===== config.mk =====
export PLATFORM = sky130hd
export DESIGN_NAME = fetch_stage
export DESIGN_NICKNAME = d
export VERILOG_FILES = /design/src/rtl/fetch_pkg.sv /design/src/rtl/fetch_fifo.sv /design/src/rtl/fetch_stage.sv
export SDC_FILE = /design/constraint.sdc
export NUM_CORES = 1
export LEC_CHECK = 0
export ABC_CLOCK_PERIOD_IN_PS = 16350
export CORE_AREA = 2 2 246 151
export DETAILED_ROUTE_END_ITERATION = 16
export DIE_AREA = 0 0 248 153
export GPL_ROUTABILITY_DRIVEN = 1
export PLACE_DENSITY = 0.48
export REMOVE_ABC_BUFFERS = 1
export SYNTH_ARGS = -nofsm -noshare
export SYNTH_HDL_FRONTEND = slang
export SYNTH_SLANG_ARGS = --single-unit

===== constraint.sdc =====
create_clock -name clk -period 16.35 [get_ports clk]
set_clock_uncertainty 0.2 [all_clocks]
set_input_delay 2.4525 -clock clk [delete_from_list [all_inputs] [get_ports clk]]
set_output_delay 2.4525 -clock clk [all_outputs]
set_load 0.03 [all_outputs]

===== src/rtl/fetch_pkg.sv =====
`default_nettype none
// ============================================================================
// fetch_pkg : shared types and constants for the instruction fetch stage
// Revision  : 1.0
// ============================================================================
package fetch_pkg;

    typedef enum logic [1:0] {
        RUN   = 2'd0,
        WAIT  = 2'd1,
        DRAIN = 2'd2
    } fetch_state_e;

    typedef struct packed {
        logic [31:0] pc;
        logic [31:0] instr;
    } fetch_entry_t;

    localparam int          INSTR_BYTES = 4;
    // Bubble inserted by decode; fetch itself never emits it.
    localparam logic [31:0] NOP_INSTR   = 32'h0000_0013;

endpackage
`default_nettype wire


===== src/rtl/fetch_fifo.sv =====
`default_nettype none
// ============================================================================
// fetch_fifo : small {pc, instr} buffer between fetch and decode
// Revision   : 1.0
// ============================================================================
module fetch_fifo
    import fetch_pkg::*;
#(
    parameter  int DEPTH = 2,
    localparam int PW    = $clog2(DEPTH),
    localparam int CW    = $clog2(DEPTH + 1)
) (
    input  logic         clk,
    input  logic         rst,
    input  logic         push_i,
    input  logic         pop_i,
    input  logic         clear_i,
    input  fetch_entry_t wdata_i,
    output fetch_entry_t rdata_o,
    output logic [CW-1:0] count_o,
    output logic         empty_o,
    output logic         full_o
);

    fetch_entry_t  mem_q [DEPTH];
    logic [PW-1:0] wr_ptr_q, wr_ptr_d;
    logic [PW-1:0] rd_ptr_q, rd_ptr_d;
    logic [CW-1:0] count_q, count_d;
    logic          do_push, do_pop;

    assign empty_o = (count_q == '0);
    assign full_o  = (count_q == CW'(DEPTH));
    assign do_push = push_i && !full_o;
    assign do_pop  = pop_i && !empty_o;
    assign rdata_o = mem_q[rd_ptr_q];
    assign count_o = count_q;

    // Depth is a power of two, so pointers wrap naturally.
    always_comb begin
        wr_ptr_d = wr_ptr_q;
        rd_ptr_d = rd_ptr_q;
        count_d  = count_q;
        if (clear_i) begin
            wr_ptr_d = '0;
            rd_ptr_d = '0;
            count_d  = '0;
        end else begin
            if (do_push) wr_ptr_d = wr_ptr_q + PW'(1);
            if (do_pop)  rd_ptr_d = rd_ptr_q + PW'(1);
            case ({do_push, do_pop})
                2'b10:   count_d = count_q + CW'(1);
                2'b01:   count_d = count_q - CW'(1);
                default: count_d = count_q;
            endcase
        end
    end

    always_ff @(posedge clk or posedge rst) begin
        if (rst) begin
            for (int i = 0; i < DEPTH; i++) mem_q[i] <= '0;
            wr_ptr_q <= '0;
            rd_ptr_q <= '0;
            count_q  <= '0;
        end else begin
            if (do_push && !clear_i) mem_q[wr_ptr_q] <= wdata_i;
            wr_ptr_q <= wr_ptr_d;
            rd_ptr_q <= rd_ptr_d;
            count_q  <= count_d;
        end
    end

endmodule
`default_nettype wire


===== src/rtl/fetch_stage.sv =====
`default_nettype none
// ============================================================================
// fetch_stage : PC register, single-outstanding imem reads, decode buffer
// Revision    : 1.0
// ============================================================================
module fetch_stage
    import fetch_pkg::*;
#(
    parameter logic [31:0] RESET_PC   = 32'h0000_0000,
    parameter int          FIFO_DEPTH = 2
) (
    input  logic        clk,
    input  logic        rst,
    output logic        imem_req,
    output logic [31:0] imem_addr,
    input  logic        imem_rvalid,
    input  logic [31:0] imem_rdata,
    input  logic        redirect,
    input  logic [31:0] redirect_pc,
    input  logic        id_ready,
    output logic        id_valid,
    output logic [31:0] id_instr,
    output logic [31:0] id_pc
);

    localparam int CW = $clog2(FIFO_DEPTH + 1);

    fetch_state_e  state_q, state_d;
    logic [31:0]   pc_q, pc_d;
    logic [31:0]   pc_inflight_q, pc_inflight_d;
    logic          issue, push, pop;
    logic          fifo_empty, fifo_full;
    logic [CW-1:0] fifo_count;
    fetch_entry_t  push_entry, head;
    logic          unused_pc_lsb;

    // Registered count only: no path from id_ready into imem_req.
    assign issue     = (state_q == RUN) && !redirect && (fifo_count < CW'(FIFO_DEPTH));
    assign imem_req  = issue;
    assign imem_addr = pc_q;

    assign id_valid  = !fifo_empty;
    assign id_instr  = id_valid ? head.instr : '0;
    assign id_pc     = id_valid ? head.pc    : '0;
    assign pop       = id_valid && id_ready;

    assign push_entry    = '{pc: pc_inflight_q, instr: imem_rdata};
    assign unused_pc_lsb = ^redirect_pc[1:0];

    always_comb begin
        state_d       = state_q;
        pc_d          = pc_q;
        pc_inflight_d = pc_inflight_q;
        push          = 1'b0;
        if (redirect) begin
            pc_d = {redirect_pc[31:2], 2'b00};
            // An outstanding read must still be swallowed unless it lands now.
            if (state_q != RUN && !imem_rvalid) state_d = DRAIN;
            else                                state_d = RUN;
        end else begin
            case (state_q)
                RUN: begin
                    if (issue) begin
                        pc_inflight_d = pc_q;
                        pc_d          = pc_q + 32'(INSTR_BYTES);
                        state_d       = WAIT;
                    end
                end
                WAIT: begin
                    if (imem_rvalid) begin
                        push    = !fifo_full;
                        state_d = RUN;
                    end
                end
                DRAIN: begin
                    if (imem_rvalid) state_d = RUN;
                end
                default: state_d = RUN;
            endcase
        end
    end

    always_ff @(posedge clk or posedge rst) begin
        if (rst) begin
            state_q       <= RUN;
            pc_q          <= RESET_PC;
            pc_inflight_q <= '0;
        end else begin
            state_q       <= state_d;
            pc_q          <= pc_d;
            pc_inflight_q <= pc_inflight_d;
        end
    end

    fetch_fifo #(
        .DEPTH (FIFO_DEPTH)
    ) u_fifo (
        .clk     (clk),
        .rst     (rst),
        .push_i  (push),
        .pop_i   (pop),
        .clear_i (redirect),
        .wdata_i (push_entry),
        .rdata_o (head),
        .count_o (fifo_count),
        .empty_o (fifo_empty),
        .full_o  (fifo_full)
    );

endmodule
`default_nettype wire


Word-level counts from Yosys, hierarchy flattened --
Index checks and enable logic that the tools add are counted.
Word-level totals: flip-flop bits (word level) 198, latch bits 0, bits in writable memories 0, memory bits (read-only) 0, bits of input ports 69, output and inout bits 98, word-level logic and storage cells 78, memories kept 0
Cells by class: $add $sub $neg 5, multipliers 0, div/mod/pow operators 0, $lt $le $gt $ge 4, equal/unequal tests 7, shift operators 0, muxes and demuxes 25, bitwise gates (word level) 3, reductions and logical operators 24
Operator list (number):
- $mux W64 | 4
- $mux W32 | 5
- $bwmux W128 | 1
- $demux W64 S1 | 1
- $add A32 B3 Y32 const B | 1
- $mux W2 | 5
- $reduce_bool A2 Y1 | 5
- $logic_and A1 B1 Y1 | 8
- $pmux W2 S2 | 2
- $mux W1 | 7
- $eq A2 B2 Y1 const B | 3
- $eq A2 B1 Y1 const B | 2
- $ge A2 B2 Y1 const B | 2
- $logic_not A1 Y1 | 4
- $logic_not A2 Y1 | 2
- $not A1 Y2 | 2
- $reduce_and A2 Y1 | 2
- $ne A3 B1 Y1 const B | 1
- $ne A3 B3 Y1 const B | 1
- $reduce_and A3 Y1 | 1
- $reduce_bool A3 Y1 | 1
- $add A1 B1 Y1 const B | 2
- $add A2 B1 Y2 const B | 1
- $lt A2 B1 Y1 const B | 1
- other kinds (4) | 4

Depth between registers and ports, before layout --
word-level depth 9, depth in mapped cells 8, gate-level depth less buffers 6

Modules after synthesis --
From an unflattened synthesis, not the netlist that was laid out.
Second synthesis, totals: cells, all modules 728, area, all modules 9475.3 µm²
By module, submodules not included:
- fetch_fifo | times used 1, cells an instance 365, area an instance 5960.7 µm²
- fetch_stage | times used 1, cells an instance 363, area an instance 3514.6 µm²

Worst setup path before layout --
No wires, ideal clock.
path kind input to output, start point input redirect, end point output imem_req, arrival time 3.213 ns, required time 13.697 ns, path slack 10.485 ns, stages on the path 3, path buffers 2, cell sequence buf_2 nor3b_2 buf_2
On the way: word-level cells in the longest chain between the ends 3
RTL lines:
- start: declaration | RTL line fetch_stage.sv:18 | input logic redirect,
- $logic_not A1 Y1 | RTL line fetch_stage.sv:38 | assign issue = (state_q == RUN) && !redirect && (fifo_count < CW'(FIFO_DEPTH));
- $logic_and A1 B1 Y1 (2 in a row) | RTL line fetch_stage.sv:38
- end: declaration | RTL line fetch_stage.sv:14 | output logic imem_req,
Every way passes these cells.

Final worst setup path --
Ends and elaborated chain as after synthesis.

==> impl_metrics.csv <==
group,metric,value,unit
global_route,overflow,0,
cts,cts_htree_levels,4,
floorplanning,fp.dieH,153,um
drt,drt-initial-drc-count,235,
power_and_ir_drop,peakVddDrop,0.0000735,V
drt,num_vias,6072,
worst_setup_path,crit_fanout,57,
layout,final_util,32.1,%
cts,cts_resized,0,
timing,maxSlewViolCount,0,
global_route,grt.total_usage,13.3,%
layout,areaGrowthSynthToFinish,29.9,%
global_route,grt_pass1_vias,6230,
layout,drive_gt1_share,22.5,%
cts,clockBufferDepth,2,
worst_setup_path,slowest_delay,0.76,ns
cts,hold_buffers,0,
place,io_buffers,160,
worst_setup_path,cpLargestDelayFamily,"buffers and inverters",
floorplanning,rows,54,
power_and_ir_drop,p_leak,4.61,nW
worst_setup_path,cp-start-kind,"primary input",
floorplanning,coreArea,0.0357,mm2
drt,drc,0,
place,routabilityCongestion,0.719,
timing,hold_viol_final,0,
worst_setup_path,setup.worst_path.class,"primary input to output port",
layout,design_area,0.0115,mm2
worst_setup_path,path_cells,"buf_2 > buf_4 > nor3b_4 > buf_4 > clkdlybuf4s50_1",
timing,post-route-period-util,45.8,%
drt,first_pass_iters,4,
timing,max_freq,133,MHz
yosys,syn_area,0.00885,mm2
floorplanning,die_w,248,um
drt,wl_per_cell,18.0,um
worst_setup_path,worstSetupEndpointType,"output port",
global_route,antenna_found_initial,0,
power_and_ir_drop,p_int,1.11,mW
yosys,synth_warnings,0,
floorplanning,start_util,24.7,%
timing,rsz0062_at_grt,"no",
power_and_ir_drop,clkPwrFrac,27.6,%
power_and_ir_drop,power.total,1.60,mW
layout,layoutNonFillerInstCount,1346,
power_and_ir_drop,power_density,140,mW/mm2
yosys,synth_sequential_area_ratio,53.7,%
cts,cts.sinks,190,
yosys,synth_edf_count,0,
yosys,ys_async_sr_fraction,100,%
worst_setup_path,cp_num_buf_inv,4,
yosys,yosysUniqueCellTypes,54,
cts,clk_latency,0.44,ns
drt,drt-total-wl,24.2,mm
worst_setup_path,crit_top_cell,"buf_4",
timing,slew_headroom,24.9,%
layout,diodes,0,
power_and_ir_drop,pwr-share-comb,26.3,%
layout,nNetsFinal,929,
place,hpwl,15.4,mm
floorplanning,die_area,0.0379,mm2
power_and_ir_drop,power_frac_seq,46.1,%
cts,cts_tree,"done",
global_route,grt_pass1_wl,38.0,mm
power_and_ir_drop,switching_power,0.494,mW
cts,post_cts_buffers,0,
cts,root_buffer,"clkbuf_16",
drt,ant_nets,0,
place,placed_cells,1314,
worst_setup_path,worstPathRequired,13.70,ns
timing,layout_min_cycle_time,7.50,ns
power_and_ir_drop,switching_share,30.8,%
worst_setup_path,slowest_stage,"clkdlybuf4s50_1",
flow_run,drv_cap,0,
yosys,ys.flop_type,"dfrtp_1",
timing,fin_setup_tns,0,ns
place,placed_area,0.0109,mm2
worst_setup_path,cp_data_arrival_time,4.84,ns
hold_path,worstHoldPathType,"flip-flop to flip-flop",
drt,drt-vias-per-instance,4.51,
floorplanning,ios,167,
global_route,grt_max_degree,121,
run_status,status,"finished, final reports clean",
timing,setup_violations,0,
cts,path_clk_slew,0.07,ns
yosys,synthCells,716,
yosys,ys_ff_latch,190,
timing,worst_pin_slew,1.12,ns
cts,cts_made_buffers,17,
yosys,post_synth.cell_area_avg,12.4,um2
==> placed cells by master, fill, tap and decap left out, types with 12 or more instances in the layout <==
cell,n
nand3_1,16
dfrtp_1,189
clkdlybuf4s50_1,159
clkbuf_16,17
nor2_1,79
mux2i_1,63
mux2_2,145
nand2_1,31
o21ai_0,19
nand4_1,12
==> cell usage after synthesis (2+ instances only) <==
cell | number | share of area (%)
or3_1 | 5 | 0.35
or4_1 | 8 | 0.68
nand3b_1 | 2 | 0.17
or4b_1 | 2 | 0.23
buf_1 | 2 | 0.085
and4_1 | 4 | 0.40
o21ai_0 | 19 | 1.1
xnor2_1 | 5 | 0.50
a21oi_1 | 4 | 0.23
xor2_1 | 9 | 0.89
mux2_1 | 9 | 1.1
buf_4 | 10 | 0.85
dfrtp_1 | 190 | 54
a211o_1 | 2 | 0.20
buf_2 | 23 | 1.3
mux2_2 | 145 | 18
mux2i_1 | 63 | 7.1
nand4_1 | 12 | 0.85
nor2_1 | 80 | 3.4
and3_1 | 4 | 0.28
nand2_1 | 31 | 1.3
a31oi_1 | 7 | 0.50
inv_1 | 8 | 0.34
ha_1 | 3 | 0.42
nand3_1 | 16 | 0.91
nor4_1 | 2 | 0.14
o211ai_1 | 6 | 0.51
nor2b_1 | 4 | 0.28
a22oi_1 | 2 | 0.17
o31ai_1 | 3 | 0.25
clkbuf_1 | 12 | 0.51
o211a_1 | 2 | 0.23
==> power groups by stage <==
stage               clock network [mW]  logic [mW]  registers, mW
floorplan                            0       0.289          0.733
global placement                     0       0.423          0.746
detailed placement                   0       0.430          0.749
CTS                              0.463       0.431          0.740
global route                     0.480       0.464          0.766
finish                           0.442       0.423          0.739
==> area by class of cell <==
class / count / area (um2)
clock buffers: 17 / 425
clock inverters: 15 / 186
fillers: 3554 / 24300
inverters: 8 / 37.5
multi-input cells: 473 / 3840
flip-flops and latches: 190 / 4760
well taps: 476 / 596
repair buffers: 167 / 1650
==> state kept, by name, indices dropped and copies added, names as in the netlist <==
register,cells
u_fifo.wr_ptr_q,1
u_fifo.rd_ptr_q,1
u_fifo.mem_q,124
state_q,2
pc_inflight_q,30
imem_addr,30
u_fifo.count_o,2
==> metrics by stage <==
step           hold WS, ns  setup WS (ns)
2_1_floorplan        0.257           8.53
3_3_place_gp         0.267           8.84
3_5_place_dp         0.275           8.83
4_1_cts              0.291           8.82
5_1_grt              0.309           8.72
6_report             0.289           8.85
==> final timing paths <==
kind                                  start               end  slack [ns]  cells past startpoint
max in group asynchronous               rst   u_fifo.rd_ptr_q       11.92                      3
hold reg to reg            u_fifo.mem_q[25]  u_fifo.mem_q[25]        0.29                      1
setup reg to reg                 state_q[1]     imem_addr[27]       13.33                      7
hold / removal             u_fifo.mem_q[25]  u_fifo.mem_q[25]        0.29                      1
setup / recovery                   redirect          imem_req        8.85                      5
min in group asynchronous               rst  u_fifo.mem_q[11]        2.40                      2
==> metal layers <==
layer  part of all wire, %  up-vias  global-route usage (%)  routed length (um)
li1                      -     2823                       -                   -
met2                    42      117                    19.1               10300
met3                   4.7       18                    3.72                1150
met4                   1.0        0                    3.02                 242
met1                    52     3114                    19.5               12600
met5                     0        -                       0                   0
==> kinds of logic after synthesis <==
group	after synthesis	share of synthesized area, %
other cells	1	0.0424
xor+xnor	14	1.39
flops	190	53.7
simple gates	184	10.7
compound gates	51	3.76
buf+inv	56	3.21
fa+ha+maj	3	0.424
mux	217	26.7
Power figures use the tool's default switching activity.
